`config.mk`:
```
export PLATFORM = sky130hd
export DESIGN_NAME = mem_ctrl
export DESIGN_NICKNAME = d
export VERILOG_FILES = /design/src/rtl/mem_ctrl_pkg.sv /design/src/rtl/mem_ctrl.sv
export SDC_FILE = /design/constraint.sdc
export NUM_CORES = 1
export LEC_CHECK = 0
export CAP_MARGIN = 20
export CORE_MARGIN = 2
export CORE_UTILIZATION = 55
export CTS_CLUSTER_DIAMETER = 60
export DETAILED_ROUTE_END_ITERATION = 7
export PLACE_DENSITY = 0.82
export SYNTH_ARGS = -nofsm -noshare
export SYNTH_HDL_FRONTEND = slang
export SYNTH_SLANG_ARGS = --single-unit
```
`constraint.sdc`:
```
create_clock -name clk -period 8.7 [get_ports clk]
set_input_delay 0.87 -clock clk [delete_from_list [all_inputs] [get_ports clk]]
set_output_delay 0.87 -clock clk [all_outputs]
set_load 0.1 [all_outputs]
```
`src/rtl/mem_ctrl_pkg.sv`:
```
// Shared definitions for the memory controller: access-length encodings,
// default block/IO geometry and the FSM state encodings.
package mem_ctrl_pkg;

    // lsb_len encodings; the fourth code is reserved and behaves as a word
    localparam logic [1:0] MC_LEN_B = 2'b00;
    localparam logic [1:0] MC_LEN_H = 2'b01;
    localparam logic [1:0] MC_LEN_W = 2'b10;

    // Default geometry
    localparam int          IF_BLK_BYTES_DEF = 4;
    localparam int          IF_DATA_WID      = 8 * IF_BLK_BYTES_DEF;
    localparam logic [31:0] IO_BASE_DEF      = 32'h0003_0000;

    // Controller states
    localparam logic [2:0] ST_IDLE  = 3'd0;
    localparam logic [2:0] ST_IF_RD = 3'd1;
    localparam logic [2:0] ST_LS_RD = 3'd2;
    localparam logic [2:0] ST_LS_WR = 3'd3;
    localparam logic [2:0] ST_DONE  = 3'd4;

    // Number of byte beats for an lsb_len code
    function automatic logic [2:0] len_bytes(input logic [1:0] len);
        case (len)
            MC_LEN_B: return 3'd1;
            MC_LEN_H: return 3'd2;
            default:  return 3'd4;
        endcase
    endfunction

endpackage

```
`src/rtl/mem_ctrl.sv`:
```
// Memory controller between the core and the byte-wide RAM/IO bus.
// Serves instruction-block fills and LSB byte/half/word loads and stores,
// one transaction at a time, as little-endian byte beats.
// Optional feature macro: MEM_CTRL_IO_GUARD_EN -- when defined, stores to
// IO space (address >= IO_BASE) wait for io_buffer_full to be low, both
// before acceptance and on every beat.
module mem_ctrl
    import mem_ctrl_pkg::*;
#(
    parameter int          IF_BLK_BYTES = IF_BLK_BYTES_DEF,
    parameter logic [31:0] IO_BASE      = IO_BASE_DEF
) (
    input  logic                      clk,
    input  logic                      rst,
    input  logic                      rdy,
    input  logic                      rollback,
    input  logic                      io_buffer_full,
    input  logic [7:0]                mem_din,
    output logic [7:0]                mem_dout,
    output logic [31:0]               mem_a,
    output logic                      mem_wr,
    input  logic                      if_en,
    input  logic [31:0]               if_pc,
    output logic                      if_done,
    output logic [8*IF_BLK_BYTES-1:0] if_data,
    input  logic                      lsb_en,
    input  logic                      lsb_wr,
    input  logic [31:0]               lsb_addr,
    input  logic [1:0]                lsb_len,
    input  logic [31:0]               lsb_w_data,
    output logic                      lsb_done,
    output logic [31:0]               lsb_r_data
);

    // Capture buffer must hold either a fetch block or a 32-bit load
    localparam int BUF_BYTES = (IF_BLK_BYTES > 4) ? IF_BLK_BYTES : 4;
    // Counter runs one past the last capture (n+1)
    localparam int CNT_W = $clog2(BUF_BYTES + 2);

    localparam logic [CNT_W-1:0] CNT_ONE  = CNT_W'(1);
    localparam logic [CNT_W-1:0] CNT_TWO  = CNT_W'(2);
    localparam logic [CNT_W-1:0] BUF_LAST = CNT_W'(BUF_BYTES - 1);
    localparam logic [31:0]      BLK_MASK = ~(32'(IF_BLK_BYTES) - 32'd1);

    logic [2:0]             state;
    logic [CNT_W-1:0]       k;          // beats issued so far
    logic [CNT_W-1:0]       n;          // beats in the current transaction
    logic [31:0]            base;
    logic [31:0]            w_data;
    logic                   is_io;
    logic                   mem_wr_q;
    logic [8*BUF_BYTES-1:0] rd_buf;
    logic [8*BUF_BYTES-1:0] rd_merged;
    logic [CNT_W-1:0]       cap_idx;
    logic                   io_block_accept;
    logic                   io_stall_beat;

`ifdef MEM_CTRL_IO_GUARD_EN
    assign io_block_accept = lsb_wr && (lsb_addr >= IO_BASE) && io_buffer_full;
    assign io_stall_beat   = is_io && io_buffer_full;
`else
    logic unused_io;
    assign io_block_accept = 1'b0;
    assign io_stall_beat   = 1'b0;
    assign unused_io       = io_buffer_full ^ is_io;
`endif

    // The write strobe must drop immediately when the bus is frozen
    assign mem_wr = mem_wr_q & rdy;

    // Data returned by the RAM belongs to the beat issued two edges ago
    assign cap_idx = k - CNT_TWO;

    // Read buffer with the byte arriving this cycle merged into its lane
    always_comb begin
        // NOTE: assign a default before any conditional update so no latch is inferred.
        rd_merged = rd_buf;
        if (k >= CNT_TWO && cap_idx <= BUF_LAST) begin
            rd_merged[8*cap_idx +: 8] = mem_din;
        end
    end

    // Transaction FSM, bus drive, byte capture and completion outputs
    always_ff @(posedge clk) begin
        // NOTE: all state here uses non-blocking assignment so every register sees pre-edge values.
        if (rst) begin
            state      <= ST_IDLE;
            k          <= '0;
            n          <= '0;
            base       <= '0;
            w_data     <= '0;
            is_io      <= 1'b0;
            rd_buf     <= '0;
            mem_a      <= '0;
            mem_dout   <= '0;
            mem_wr_q   <= 1'b0;
            if_done    <= 1'b0;
            lsb_done   <= 1'b0;
            if_data    <= '0;
            lsb_r_data <= '0;
        end else if (rdy) begin
            if_done  <= 1'b0;
            lsb_done <= 1'b0;
            case (state)
                ST_IDLE: begin
                    mem_wr_q <= 1'b0;
                    if (rollback) begin
                        mem_a <= '0;
                    end else if (lsb_en) begin
                        if (!io_block_accept) begin
                            base   <= lsb_addr;
                            n      <= CNT_W'(len_bytes(lsb_len));
                            w_data <= lsb_w_data;
                            is_io  <= lsb_addr >= IO_BASE;
                            rd_buf <= '0;
                            k      <= CNT_ONE;
                            mem_a  <= lsb_addr;
                            if (lsb_wr) begin
                                state    <= ST_LS_WR;
                                mem_wr_q <= 1'b1;
                                mem_dout <= lsb_w_data[7:0];
                            end else begin
                                state <= ST_LS_RD;
                            end
                        end
                    end else if (if_en) begin
                        base   <= if_pc & BLK_MASK;
                        n      <= CNT_W'(IF_BLK_BYTES);
                        is_io  <= 1'b0;
                        rd_buf <= '0;
                        k      <= CNT_ONE;
                        mem_a  <= if_pc & BLK_MASK;
                        state  <= ST_IF_RD;
                    end
                end

                ST_IF_RD, ST_LS_RD: begin
                    if (state == ST_LS_RD && rollback) begin
                        // Flushed load: drop it silently
                        state <= ST_IDLE;
                        mem_a <= '0;
                        k     <= '0;
                    end else begin
                        if (k < n) begin
                            mem_a <= base + 32'(k);
                        end
                        if (k >= CNT_TWO) begin
                            rd_buf <= rd_merged;
                        end
                        if (k == n + CNT_ONE) begin
                            state <= ST_DONE;
                            if (state == ST_IF_RD) begin
                                if_done <= 1'b1;
                                if_data <= rd_merged[8*IF_BLK_BYTES-1:0];
                            end else begin
                                lsb_done   <= 1'b1;
                                lsb_r_data <= rd_merged[31:0];
                            end
                        end
                        k <= k + CNT_ONE;
                    end
                end

                ST_LS_WR: begin
                    if (k == n) begin
                        mem_wr_q <= 1'b0;
                        lsb_done <= 1'b1;
                        state    <= ST_DONE;
                    end else if (io_stall_beat) begin
                        mem_wr_q <= 1'b0;
                    end else begin
                        mem_wr_q <= 1'b1;
                        mem_a    <= base + 32'(k);
                        mem_dout <= w_data[8*k[1:0] +: 8];
                        k        <= k + CNT_ONE;
                    end
                end

                // One dead cycle so a requester's stale enable is not re-accepted
                ST_DONE: begin
                    state <= ST_IDLE;
                end

                default: begin
                    state <= ST_IDLE;
                end
            endcase
        end
    end

endmodule
```
==> results.md <==
- The flow ran to the end, and the final reports show no timing, DRC or antenna violations.
- After detailed placement, the design holds a cell count of 1544.
- In the synthesized netlist, the number of instances is 1186.
- After detailed routing, the number of remaining DRC violations is 0.
- At the end of routability-driven placement, the weighted congestion stood at 0.828.
- The die is 139 µm wide.
- Post-CTS timing repair inserted 0 buffers for setup.
- Summed over all cells, the static leakage comes to 4.38 nW.
- Summing all multi-input logic gate instances after layout gives 0.00537 mm².
- The register bit total from synthesis is 212.
- The H-tree level count is 1.
- The number of buffers inserted for hold repair after clock tree synthesis is 0.
- In the synthesized netlist the async set-or-reset flop fraction comes to 0.
- The library cell used most frequently in the layout, excluding fill and tap cells, is clkdlybuf4s50_1.
- The overall via count from detail_route is 9432.
- Entering global routing, the biggest net connects 111 pins.
- In this run the remaining antenna-violating nets after routing total 0.
- The per-instance average area after synthesis is 8.46 µm².
- The post-synthesis sequential area ratio is 0.423.
- The all-layer global routing usage is 0.274.
- The post-layout net count is 1470.
- After detailed routing, the average wire length per cell comes to 17.3 µm.
- The HPWL after detailed placement is 18.2 mm.
- The clock net sink count is 212.
- The synthesized netlist occupies a cell area of 0.0100 mm².
- The initial antenna violation count came to 2.
- The number of global-route vias before repair is 8802.
- Yosys mapped a number of flops with a built-in enable equal to 0.
- Data on the critical path arrives at its endpoint at 4360 ps.
- The top-area cell type share of the netlist area is 0.423.
- Fill cells in the final layout number 1418.
- The pre-antenna-repair detailed-routing pass consisted of 5 iterations.
- The power per standard cell area is 214 mW/mm².
- The number of rows in the core area is 49.
- The share of the clock period used by the worst path after layout is 0.452.
- Counting I/O delays and the setup requirement, the final critical path takes 3930 ps.
- Max-cap violations in this run came to 0.
- The detailed router's first-iteration violation count is 808.
- The total area inside the core boundary comes to 0.0179 mm².
- The post-cts sizing count is 0.
- Setup repair after global routing left no endpoint under its margin.
- Along the worst path, the maximum fanout reaches 17.
- In this run, CTS created clock tree buffers numbering 23.
- The number of nets produced by synthesis is 1316.
- The maximum clock skew at final layout is 10.2 ps.
- The final cell count without fillers is 1584.
- The number of top-level pins is 221.
- For this run, the leading register cell type out of synthesis is dfxtp_1.
- The min-delay analysis places its worst path in the category register to register.
- The max-slew violation total from the final report came to 0.
- The nature of the critical path endpoint is a register.
- In the layout the commonest cells are clkdlybuf4s50_1, dfxtp_1, nor2_1.
- By startpoint and endpoint, the worst setup path is classified as register to register.
- Of the cells placed in the final design, the portion with a size suffix greater than 1 is 0.0724.
- TritonCTS built the clock tree.
- After clock tree synthesis, the clock-pin slew on the worst setup and hold paths is 60 ps.
- The longest clock path from root to sink contains 3 buffers.
- The per-cell via count in the routed design is 5.95.
- The footprint of the flip-flops and latches is 0.00424 mm².
- STA classifies the critical path startpoint as a register.
- For the final routed database, the setup TNS stands at 0 ps.
- The yosys synthesis warning count is 0.
- The root buffer cell is clkbuf_16.
- The final hold violation count is 0.
- The chip height is 139 µm.
- Global routing finished with a remaining overflow of 0.
- The area overhead of the layout relative to synthesis is 29.2%.
- The initial utilization of the core area, before any placement, comes to 0.561.
- The final hold slack is 450 ps.
- The data required time at the worst endpoint is 9130 ps.
- The number of different library cells used by synthesis comes to 62.
- The area enclosed by the die boundary is 0.0193 mm².
- The library cell occupying the most area in the post-synthesis netlist is dfxtp_1.
- The final-report setup violation count is 0.
- The maximum clock rate is 254 MHz.
- For the pin with the worst max-slew slack, the measured transition is 1080 ps.
- By area the synthesized netlist is led by dfxtp_1, a211oi_1, nor2_1, nand2_1, a21oi_1.
- The total length of routed wires is 27.4 mm.
- The wire length of the first global-routing pass is 44.7 mm.
- Measured against its own limit, the worst slew margin works out to 0.280.
- The insertion delay of the later-clocked pin in the worst-skew pair is 510 ps.
- The largest vdd supply drop is 0.194 mV.
- The number of buffer cells added on primary ports is 217.
==> cells in the mapped netlist, types with 3 or more instances <==
| cell | instances |
|---|---|
| dfxtp_1 | 212 |
| nor2_1 | 157 |
| nand2_1 | 150 |
| a21oi_1 | 110 |
| a211oi_1 | 108 |
| clkbuf_1 | 80 |
| mux2i_1 | 47 |
| a311oi_1 | 28 |
| or3_1 | 28 |
| o21a_1 | 21 |
| or2_2 | 21 |
| a22oi_1 | 19 |
| nor3_1 | 16 |
| ha_1 | 15 |
| buf_2 | 14 |
| inv_1 | 14 |
| nand3_1 | 14 |
| o21ai_0 | 11 |
| and2_1 | 10 |
| and4_1 | 8 |
| mux4_2 | 8 |
| o311a_1 | 7 |
| nand4_1 | 6 |
| nor2b_1 | 6 |
| nor4_2 | 5 |
| xor2_1 | 5 |
| a31oi_1 | 4 |
| buf_1 | 4 |
| nor4_1 | 4 |
| xnor2_1 | 4 |
| a21o_1 | 3 |
| and3_1 | 3 |
| o211ai_1 | 3 |
| o21bai_1 | 3 |
| o22ai_1 | 3 |
==> metal layers <==
metal,share of wire,routed length (µm),track usage
met5,0,0,0
met4,0.017,478,0.0702
met3,0.073,2000,0.0525
met2,0.47,13000,0.453
met1,0.44,12000,0.370
==> report_power, final <==
group / internal, mW / switching [mW]
combinational: 0.218 / 0.512
sequential: 1.03 / 0.0567
clock: 0.571 / 0.384
total: 1.82 / 0.953
==> path summary, 6_finish.rpt <==
check / end / slack (ps) / startpoint / cells past startpoint
max: rd_buf[23] / 4770 / k[1] / 8
min: rd_buf[12] / 450 / rd_buf[12] / 2
min reg2reg: rd_buf[12] / 450 / rd_buf[12] / 2
max reg2reg: rd_buf[23] / 4770 / k[1] / 8
==> cell families after synthesis <==
kind of cell / after synthesis / share of synthesized area
muxes: 56 / 0.0660
xor gates and xnor gates: 10 / 0.0102
adders and majority gates: 16 / 0.0207
and+or+nand+nor: 440 / 0.205
DFF: 212 / 0.423
buffers and inverters: 115 / 0.0463
AOI/OAI and AO/OA: 337 / 0.229
==> state kept, by name, summed over array words and instances (netlist names) <==
register    count
base           32
if_data        32
if_done         1
k               3
lsb_done        1
lsb_r_data     32
mem_a          32
mem_dout        8
mem_wr_q        1
n               3
rd_buf         32
state           3
w_data         32
==> area by class of cell <==
type / count / share of cell area
antenna: 2 / 0.000386
clock buffer: 33 / 0.0527
clock inverter: 5 / 0.00415
inverter: 14 / 0.00405
multi-input combinational: 859 / 0.414
sequential: 212 / 0.327
tap: 229 / 0.0221
timing repair buffer: 230 / 0.175
==> critical path, cell delays in order (launching register included) <==
cell	delay, ps
dfxtp_1	880
inv_1	320
ha_1	430
ha_1	350
nand3_1	340
nor4_2	730
a22oi_1	240
or3_1	390
a21oi_1	160
==> through the flow <==
step | cell area, µm² | utilization | power (mW) | worst slack, ps
after floorplan | 10000 | - | 1.62 | 5570
after global placement | 12200 | 0.682 | 1.82 | 4960
after detailed placement | 12200 | 0.683 | 1.83 | 4910
after CTS | 13000 | 0.724 | 2.78 | 4840
after global routing | 13000 | 0.724 | 2.87 | 4390
final | 13000 | 0.724 | 2.77 | 4770
Power figures use the tool's default switching activity.
